===== src/rtl/versat_run_sequencer.sv =====
// Run sequencer for a Versat accelerator: issues REPEAT back-to-back run pulses, waits for the
// aggregated done after each, enforces an optional per-run timeout and raises a level interrupt.
module versat_run_sequencer #(
    parameter int DATA_W = 32,
    parameter int ADDR_W = 2,
    parameter int CNT_W  = 16
) (
    input  logic                clk,
    input  logic                rst,
    input  logic                valid,
    input  logic [ADDR_W-1:0]   addr,
    input  logic [DATA_W/8-1:0] wstrb,
    input  logic [DATA_W-1:0]   wdata,
    output logic                ready,
    output logic [DATA_W-1:0]   rdata,
    output logic                run,
    input  logic                done,
    output logic                irq
);

    typedef enum logic [1:0] {
        IDLE  = 2'd0,
        RUN   = 2'd1,
        GUARD = 2'd2,
        WAIT  = 2'd3
    } state_t;

    localparam logic [ADDR_W-1:0] REG_CTRL    = ADDR_W'(0);
    localparam logic [ADDR_W-1:0] REG_REPEAT  = ADDR_W'(1);
    localparam logic [ADDR_W-1:0] REG_TIMEOUT = ADDR_W'(2);
    localparam logic [ADDR_W-1:0] REG_STATUS  = ADDR_W'(3);

    state_t              state_reg;
    logic [CNT_W-1:0]    repeat_reg;
    logic [CNT_W-1:0]    timeout_reg;
    logic [CNT_W-1:0]    runs_done_reg;
    logic [CNT_W-1:0]    timer_reg;
    logic                done_flag_reg;
    logic                timeout_flag_reg;
    logic                run_reg;
    logic                ready_reg;
    logic [DATA_W-1:0]   rdata_reg;

    logic                is_write;
    logic                is_read;
    logic                ctrl_write;
    logic                start_req;
    logic                abort_req;
    logic                busy;
    logic [CNT_W-1:0]    repeat_eff;
    logic [CNT_W-1:0]    runs_done_inc;
    logic                last_run;
    logic                timer_expired;
    logic [DATA_W-1:0]   status_word;
    logic [DATA_W-1:0]   read_word;
    logic                unused_wdata;

    assign is_write   = valid && (|wstrb);
    assign is_read    = valid && !(|wstrb);
    assign ctrl_write = is_write && (addr == REG_CTRL);
    assign start_req  = ctrl_write && wdata[0] && !wdata[1];
    assign abort_req  = ctrl_write && wdata[1];
    assign busy       = (state_reg != IDLE);

    // A programmed repeat of zero still performs a single run.
    assign repeat_eff    = (repeat_reg == '0) ? CNT_W'(1) : repeat_reg;
    assign runs_done_inc = runs_done_reg + CNT_W'(1);
    assign last_run      = (runs_done_inc == repeat_eff);
    assign timer_expired = (timeout_reg != '0) && (timer_reg == timeout_reg - CNT_W'(1));

    assign unused_wdata = &{1'b0, wdata[DATA_W-1:CNT_W]};

    always_comb begin
        status_word              = '0;
        status_word[16 +: CNT_W] = runs_done_reg;
        status_word[2]           = timeout_flag_reg;
        status_word[1]           = done_flag_reg;
        status_word[0]           = busy;
    end

    always_comb begin
        read_word = '0;
        case (addr)
            REG_REPEAT:  read_word = {{(DATA_W-CNT_W){1'b0}}, repeat_reg};
            REG_TIMEOUT: read_word = {{(DATA_W-CNT_W){1'b0}}, timeout_reg};
            REG_STATUS:  read_word = status_word;
            default:     read_word = '0;
        endcase
    end

    always_ff @(posedge clk or posedge rst) begin
        if (rst) begin
            state_reg        <= IDLE;
            repeat_reg       <= CNT_W'(1);
            timeout_reg      <= '0;
            runs_done_reg    <= '0;
            timer_reg        <= '0;
            done_flag_reg    <= 1'b0;
            timeout_flag_reg <= 1'b0;
            run_reg          <= 1'b0;
            ready_reg        <= 1'b0;
            rdata_reg        <= '0;
        end else begin
            ready_reg <= valid;
            rdata_reg <= is_read ? read_word : '0;
            run_reg   <= 1'b0;

            // Configuration is frozen while a sequence is in flight.
            if (!busy && is_write && addr == REG_REPEAT) begin
                repeat_reg <= wdata[CNT_W-1:0];
            end
            if (!busy && is_write && addr == REG_TIMEOUT) begin
                timeout_reg <= wdata[CNT_W-1:0];
            end

            // W1C first so that a flag set by the FSM in the same cycle takes precedence.
            if (is_write && addr == REG_STATUS) begin
                if (wdata[1]) done_flag_reg    <= 1'b0;
                if (wdata[2]) timeout_flag_reg <= 1'b0;
            end

            if (busy && abort_req) begin
                state_reg <= IDLE;
            end else begin
                case (state_reg)
                    IDLE: begin
                        if (start_req) begin
                            runs_done_reg    <= '0;
                            done_flag_reg    <= 1'b0;
                            timeout_flag_reg <= 1'b0;
                            run_reg          <= 1'b1;
                            state_reg        <= RUN;
                        end
                    end
                    RUN: begin
                        timer_reg <= '0;
                        state_reg <= GUARD;
                    end
                    // done may still be high from the previous run, so it is not sampled here.
                    GUARD: begin
                        state_reg <= WAIT;
                    end
                    WAIT: begin
                        timer_reg <= timer_reg + CNT_W'(1);
                        if (done) begin
                            runs_done_reg <= runs_done_inc;
                            if (last_run) begin
                                done_flag_reg <= 1'b1;
                                state_reg     <= IDLE;
                            end else begin
                                run_reg   <= 1'b1;
                                state_reg <= RUN;
                            end
                        end else if (timer_expired) begin
                            timeout_flag_reg <= 1'b1;
                            state_reg        <= IDLE;
                        end
                    end
                    default: state_reg <= IDLE;
                endcase
            end
        end
    end

    assign ready = ready_reg;
    assign rdata = rdata_reg;
    assign run   = run_reg;
    assign irq   = done_flag_reg | timeout_flag_reg;

endmodule

===== config.mk =====
export PLATFORM = sky130hd
export DESIGN_NAME = versat_run_sequencer
export DESIGN_NICKNAME = d
export VERILOG_FILES = /design/src/rtl/versat_run_sequencer.sv
export SDC_FILE = /design/constraint.sdc
export NUM_CORES = 1
export LEC_CHECK = 0
export ABC_CLOCK_PERIOD_IN_PS = 3300
export BUFFER_PORTS_ARGS = -buffer_cell sky130_fd_sc_hd__buf_2
export CAP_MARGIN = 20
export CORE_MARGIN = 4
export CORE_UTILIZATION = 40
export CTS_CLUSTER_DIAMETER = 60
export CTS_CLUSTER_SIZE = 12
export DETAILED_ROUTE_END_ITERATION = 8
export GPL_ROUTABILITY_DRIVEN = 0
export PLACE_DENSITY = 0.61
export SLEW_MARGIN = 5
export SYNTH_ARGS = -nofsm -noshare
export SYNTH_HDL_FRONTEND = slang
export SYNTH_SLANG_ARGS = --single-unit

===== constraint.sdc =====
create_clock -name clk -period 3.3 [get_ports clk]
set_clock_uncertainty 0.15 [all_clocks]
set_input_delay 0.33 -clock clk [delete_from_list [all_inputs] [get_ports clk]]
set_output_delay 0.33 -clock clk [all_outputs]
set_load 0.02 [all_outputs]

==> out/results.ini, run 1 <==
[floorplan]
die_y_um=125
die_w_um=125
num_rows=42
core_um2=13300
die-area_um2=15600
boundaryPins=77
initial_core_util=0.410

[timing]
finalSetupTns_ns=0
setup_viol=0
hold_viol_final=0
whs_ns=0.0510
slew_headroom=0.442
rsz0062_at_grt=no
drv_slew=0
fmax_mhz=335
timing.final.crit_share=0.904
worst_pin_slew_ns=0.836
finalCriticalPeriod_ns=2.98

[critical_path]
arrival_ns=3.07
reg2reg_to=state_reg[0]
cp_slowest_stage_delay_ns=0.48
critPathMaxFanout=4
path_class=reg2reg
rrSetupSlack_ns=0.32
crit_chain=nor4_1, nand4_1, mux2_2, a2111oi_0, nand4_1, nor4_4, a31oi_1, o22a_1
rr_startpoint=repeat_reg[9]
critical_path_required_ns=3.39
cp_top_family=simple AND/OR/NAND/NOR gates
critPathSlowestCell=nor4_1
r2r_cells=8
end_kind=register
crit_top_cell=nand4_1
start_kind=register
crit_buf_inv=0

[finish]
num_antenna_cells=0
finalNonFillerCells=792
largest_reg_flops=32
fill_cells=1250
area_growth_pct=16.9
drive_above_1_share=0.235
final_util=0.480
nets=659

[synthesis]
post-synth-top-area-cell=dfrtp_1
synth_area_per_cell_um2=10.0
synth_top_area_share=0.463
ys_async_sr_fraction=1.00
synthCells=545
yosysMostFrequentCell=dfrtp_1
ys_ff_latch=102
syn_nets=593
synth_edf_count=0
synth_common_cells=101 x dfrtp_1, 50 x nor2_1, 44 x nand2_1
synth.area.top_cells=dfrtp_1 46%, mux2_2 6.0%, xor2_1 4.5%, nor2_1 3.4%, o21ai_0 3.2%
synthFlopType=dfrtp_1
yosysUniqueCellTypes=64
yosysSeqAreaShare=0.468
syn_area_um2=5460
synth_warnings=0

[routing]
routed_wl_um=13200
vias=4349
ant_nets=0
drc_errors=0
drt_iter0_markers=289
vias_per_cell=5.49
first_pass_iters=4
wl_per_cell_um=16.6

[placed_design]
dp_cells=774
place.port_buffers=60
hpwlAfterDp_um=9970

[clock_tree]
numClockSinks=102
htree_num_levels=3
clockBufferDepth=2
clk_latency_ns=0.35
cts-root-buf=clkbuf_16
clk_pin_slew_ns=0.07
cts_made_buffers=9
cts_tree=yes

[hold_path]
min_from=wdata[11]
hold_path_class=in2reg
holdPathEnd=timeout_reg[11]
min_delay_path_depth=3

[power]
ir_drop_uv=437
power_density_nw_per_um2=729
p_leak_nw=2.85
power_mw=4.65

[global_routing]
gr-usage-all-layers=0.174
grt_pass1_wl_um=22000
antenna_found_initial=0
gr-total-overflow=0
grt_max_degree=53
grt_pass1_vias=4281

[flow_run]
max_cap_viol_count=0

[outcome]
status=finished clean

-- worst reg2reg max path: cells and delay by family (launching register included) --
kind / cells / cell delay [ns]
AND/OR/NAND/NOR: 4 / 1.29
AO/OA/AOI/OAI: 3 / 0.67
flip-flops: 1 / 0.46
multiplexers: 1 / 0.30
-- through the flow --
stage	worst slack (ns)	cell area (µm²)
final	0.317	6380
after global routing	0.0441	6380
after CTS	0.276	6370
after detailed placement	0.307	6000
after global placement	0.294	6000
after floorplan	0.146	5460
-- timing repair --
action	in CTS	in global routing
hold buffers	2	0
endpoints found under the hold margin	50	0
endpoints found under the setup margin	0	2
resized for setup	0	2
buffers inserted	0	0
-- worst max-delay path by stage --
stage                                 from               end  slack, ns  depth (start not counted)
after floorplan                        rst     done_flag_reg       0.15                          1
after global placement       repeat_reg[9]      state_reg[0]       0.29                          8
after detailed placement  runs_done_reg[0]      state_reg[0]       0.31                          9
after CTS                 runs_done_reg[0]      state_reg[0]       0.28                          9
after global routing        timeout_reg[4]  timeout_flag_reg       0.04                          7
final                        repeat_reg[9]      state_reg[0]       0.32                          8
-- cells in the final DEF (no fill, tap or decap), types with 17 or more instances in the layout --
master and n:
and2_1 17, buf_2 60, dfrtp_1 101, mux2_2 29
nand2_1 44, nand3_1 17, nor2_1 50, o21ai_0 35
xnor2_1 18, xor2_1 28
-- logic make-up after synthesis --
| logic type | after synthesis | share of synthesized area |
|---|---|---|
| simple gates | 208 | 0.208 |
| compound gates | 113 | 0.142 |
| flops | 102 | 0.468 |
| xor+xnor | 46 | 0.0738 |
| buf+inv | 38 | 0.0289 |
| mux | 32 | 0.0654 |
| fa+ha+maj | 6 | 0.0138 |
-- report_power, final --
part	switching [mW]	internal, mW	leakage (nW)
clock network	0.466	0.763	0.166
logic	0.819	0.679	1.33
registers	0.428	1.50	1.36
total	1.71	2.94	2.85
-- routing by layer --
metal  track usage  routed length [µm]  vias up
li1              -                   -     2098
met1         0.225                5840     2139
met2         0.286                6390       96
met3        0.0390                 654       16
met4        0.0645                 267        0
met5             0                   0        -
-- layout make-up --
type,count,area (µm²),area share
multi-input combinational,405,2760,0.433
tap,176,220,0.0345
sequential,102,2550,0.400
clock buffer,11,243,0.0380
clock inverter,5,106,0.0167
inverter,16,62.6,0.00981
timing repair buffer,77,433,0.0679
(Power assumes the default switching activity.)
==> inputs of run 2 (changes only) <==
Settings changed: CORE_ASPECT_RATIO set to 0.7.
==> run 2 against run 1 <==
  * First-iteration DRC count rose by 49%
  * Sequential share of layout area is 0.13 points higher
  * Maximum frequency decreased by 2.8%
  * Non-clock buffer count is 1 higher
  * Utilization fell by 0.065 points
  * Clock power is 12% lower
  * Combinational power grew 6%
  * Die area increased by 0.19%
  * Cell count grew 1.3%
  * Register-to-register slack lost 0.09 ns
  * Worst hold slack improved by 0.022 ns
==> out/results.ini, run 2 (same netlist as run 1, synthesis figures left out) <==
[critical_path]
crit_path_start=runs_done_reg[1]  ; was repeat_reg[9]
r2r_cells=9  ; was 8
critical_path_required_ns=3.38  ; was 3.39 ns
start_kind=register  ; unchanged
critPathMaxFanout=7  ; was 4
cp_slowest_stage_delay_ns=0.49  ; was 0.48 ns
path_class=reg2reg  ; unchanged
rr_startpoint=runs_done_reg[1]  ; was repeat_reg[9]
critPathCapture=state_reg[0]  ; unchanged
reg2reg_to=state_reg[0]  ; unchanged
arrival_ns=3.15  ; was 3.07 ns
rrSetupSlack_ns=0.23  ; was 0.32 ns
critPathSlowestCell=nor3_1  ; was nor4_1
end_kind=register  ; unchanged
crit_chain=ha_1, nand2_1, nor3_1, and2_1, xnor2_1, nand4_1, nor4_4, a31oi_1, o22a_1  ; was nor4_1, nand4_1, mux2_2, a2111oi_0, nand4_1, nor4_4, a31oi_1, o22a_1

[finish]
multiInputGateArea_um2=2760  ; about the same
nets=660  ; was 659
drive_above_1_share=0.235  ; about the same
mostFrequentLayoutCell=dfrtp_1  ; unchanged
mostFrequentLayoutCells=101 x dfrtp_1, 60 x buf_2, 50 x nor2_1  ; unchanged
regArea_um2=2550  ; unchanged
largest_reg_flops=32  ; unchanged
area_growth_pct=16.5  ; was 16.9%
num_antenna_cells=0  ; unchanged
fill_cells=1232  ; was 1250
finalNonFillerCells=802  ; was 792

[global_routing]
grt_use_met2=0.272  ; was 0.286
gr-max-usage-layer=met1  ; was met2
grt_max_degree=84  ; was 53
grt_util_met3=0.0417  ; was 0.0390
grt_pass1_wl_um=23400  ; was 22000 µm
gr-usage-all-layers=0.186  ; was 0.174
grt_util_met1=0.282  ; was 0.225
antenna_found_initial=0  ; unchanged
gr-total-overflow=0  ; unchanged
grt_pass1_vias=4428  ; was 4281

[timing]
fmax_mhz=326  ; was 335 MHz
rsz0062_at_grt=no  ; unchanged
drv_slew=0  ; unchanged
hold_viol_final=0  ; unchanged
slew_headroom=0.365  ; was 0.442
setup_viol=0  ; unchanged
layout_setup_ws_ns=0.230  ; was 0.317 ns
worst_pin_slew_ns=0.950  ; was 0.836 ns
timing.final.crit_share=0.930  ; was 0.904
finalCriticalPeriod_ns=3.07  ; was 2.98 ns
finalSetupTns_ns=0  ; unchanged

[routing]
drt_iter0_markers=430  ; was 289
routed_wl_um=14000  ; was 13200 µm
drc_errors=0  ; unchanged
first_pass_iters=5  ; was 4
vias_per_cell=5.55  ; was 5.49
vias=4449  ; was 4349
ant_nets=0  ; unchanged
wl_per_cell_um=17.4  ; was 16.6 µm

[clock_tree]
numClockSinks=102  ; unchanged
cts_tree=yes  ; unchanged
cts_made_buffers=9  ; unchanged
clk_pin_slew_ns=0.07  ; about the same
htree_num_levels=3  ; unchanged
clockBufferDepth=2  ; unchanged
cts-root-buf=clkbuf_16  ; unchanged
clk_latency_ns=0.34  ; was 0.35 ns
post_cts_buffers=0  ; unchanged

[power]
power_density_nw_per_um2=719  ; was 729 nW/µm²
ir_drop_uv=311  ; was 437 µV
p_leak_nw=2.84  ; was 2.85 nW
power_mw=4.57  ; was 4.65 mW

[placed_design]
place_ws_ns=0.191  ; was 0.307 ns
dp_cells=784  ; was 774
place.port_buffers=60  ; unchanged
hpwlAfterDp_um=10400  ; was 9970 µm

[floorplan]
initial_core_util=0.411  ; was 0.410
core_um2=13300  ; about the same
boundaryPins=77  ; unchanged
die_w_um=148  ; was 125 µm
die-area_um2=15600  ; about the same
num_rows=35  ; was 42
die_y_um=106  ; was 125 µm

[flow_run]
max_cap_viol_count=0  ; unchanged

[hold_path]
hold_path_class=in2reg  ; unchanged

[outcome]
status=finished clean  ; unchanged

[run 2: cell types whose count changed in the layout (fill, tap and decap cells not counted), sizes merged]
cell      before  now
clkinv         1    2
clkinvlp       1    2
buf           75   76
bufinv         3    1
[run 2: how the worst min path moves through the flow]
stage | startpoint | cells after the start | end | slack (ns)
final | wdata[11] | 3 | timeout_reg[11] | 0.07
after global routing | wdata[13] | 2 | repeat_reg[13] | 0.07
after CTS | wdata[11] | 3 | timeout_reg[11] | 0.06
after detailed placement | rst | 2 | rdata[17] | 0.14
after global placement | rst | 2 | rdata[20] | 0.14
after floorplan | valid | 0 | ready | 0.21
[run 2: worst max-delay path: cells and delay by family (launching register included)]
family,cells,cell delay [ns]
compound gates,2,0.34
xor+xnor,1,0.15
fa+ha+maj,1,0.34
flops,1,0.44
simple gates,5,1.53
[run 2: layout make-up]
| type | instances | area share |
|---|---|---|
| clock buffer | 11 | 0.0382 |
| inverter | 16 | 0.00984 |
| clock inverter | 5 | 0.00925 |
| sequential | 102 | 0.402 |
| timing repair buffer | 78 | 0.0712 |
| multi-input combinational | 405 | 0.433 |
| tap | 185 | 0.0364 |
[run 2: power by group]
group          internal, mW  switching, mW  total, mW
Combinational         0.697          0.891       1.59
Clock                 0.609          0.467       1.08
Sequential             1.50          0.411       1.91
[run 2: routing by layer]
layer  vias up  part of all wire
li1       2091                 -
met1      2184              0.50
met2       162              0.42
met3        12             0.071
met4         0            0.0091
met5         -                 0
[run 2: through the flow]
stage               cell area (µm²)  utilization  hold WS, ns
global placement               6030        0.455        0.139
CTS                            6350        0.479       0.0588
global route                   6360        0.479       0.0722
detailed placement             6030        0.455        0.139
floorplan                      5460            -        0.211
finish                         6360        0.479       0.0730
[run 2: what timing repair did]
action                                 in CTS  in global routing
setup endpoints to repair                   0                  2
hold buffers                                2                  0
endpoints found under the hold margin      20                  0
gates resized for setup                     0                  1
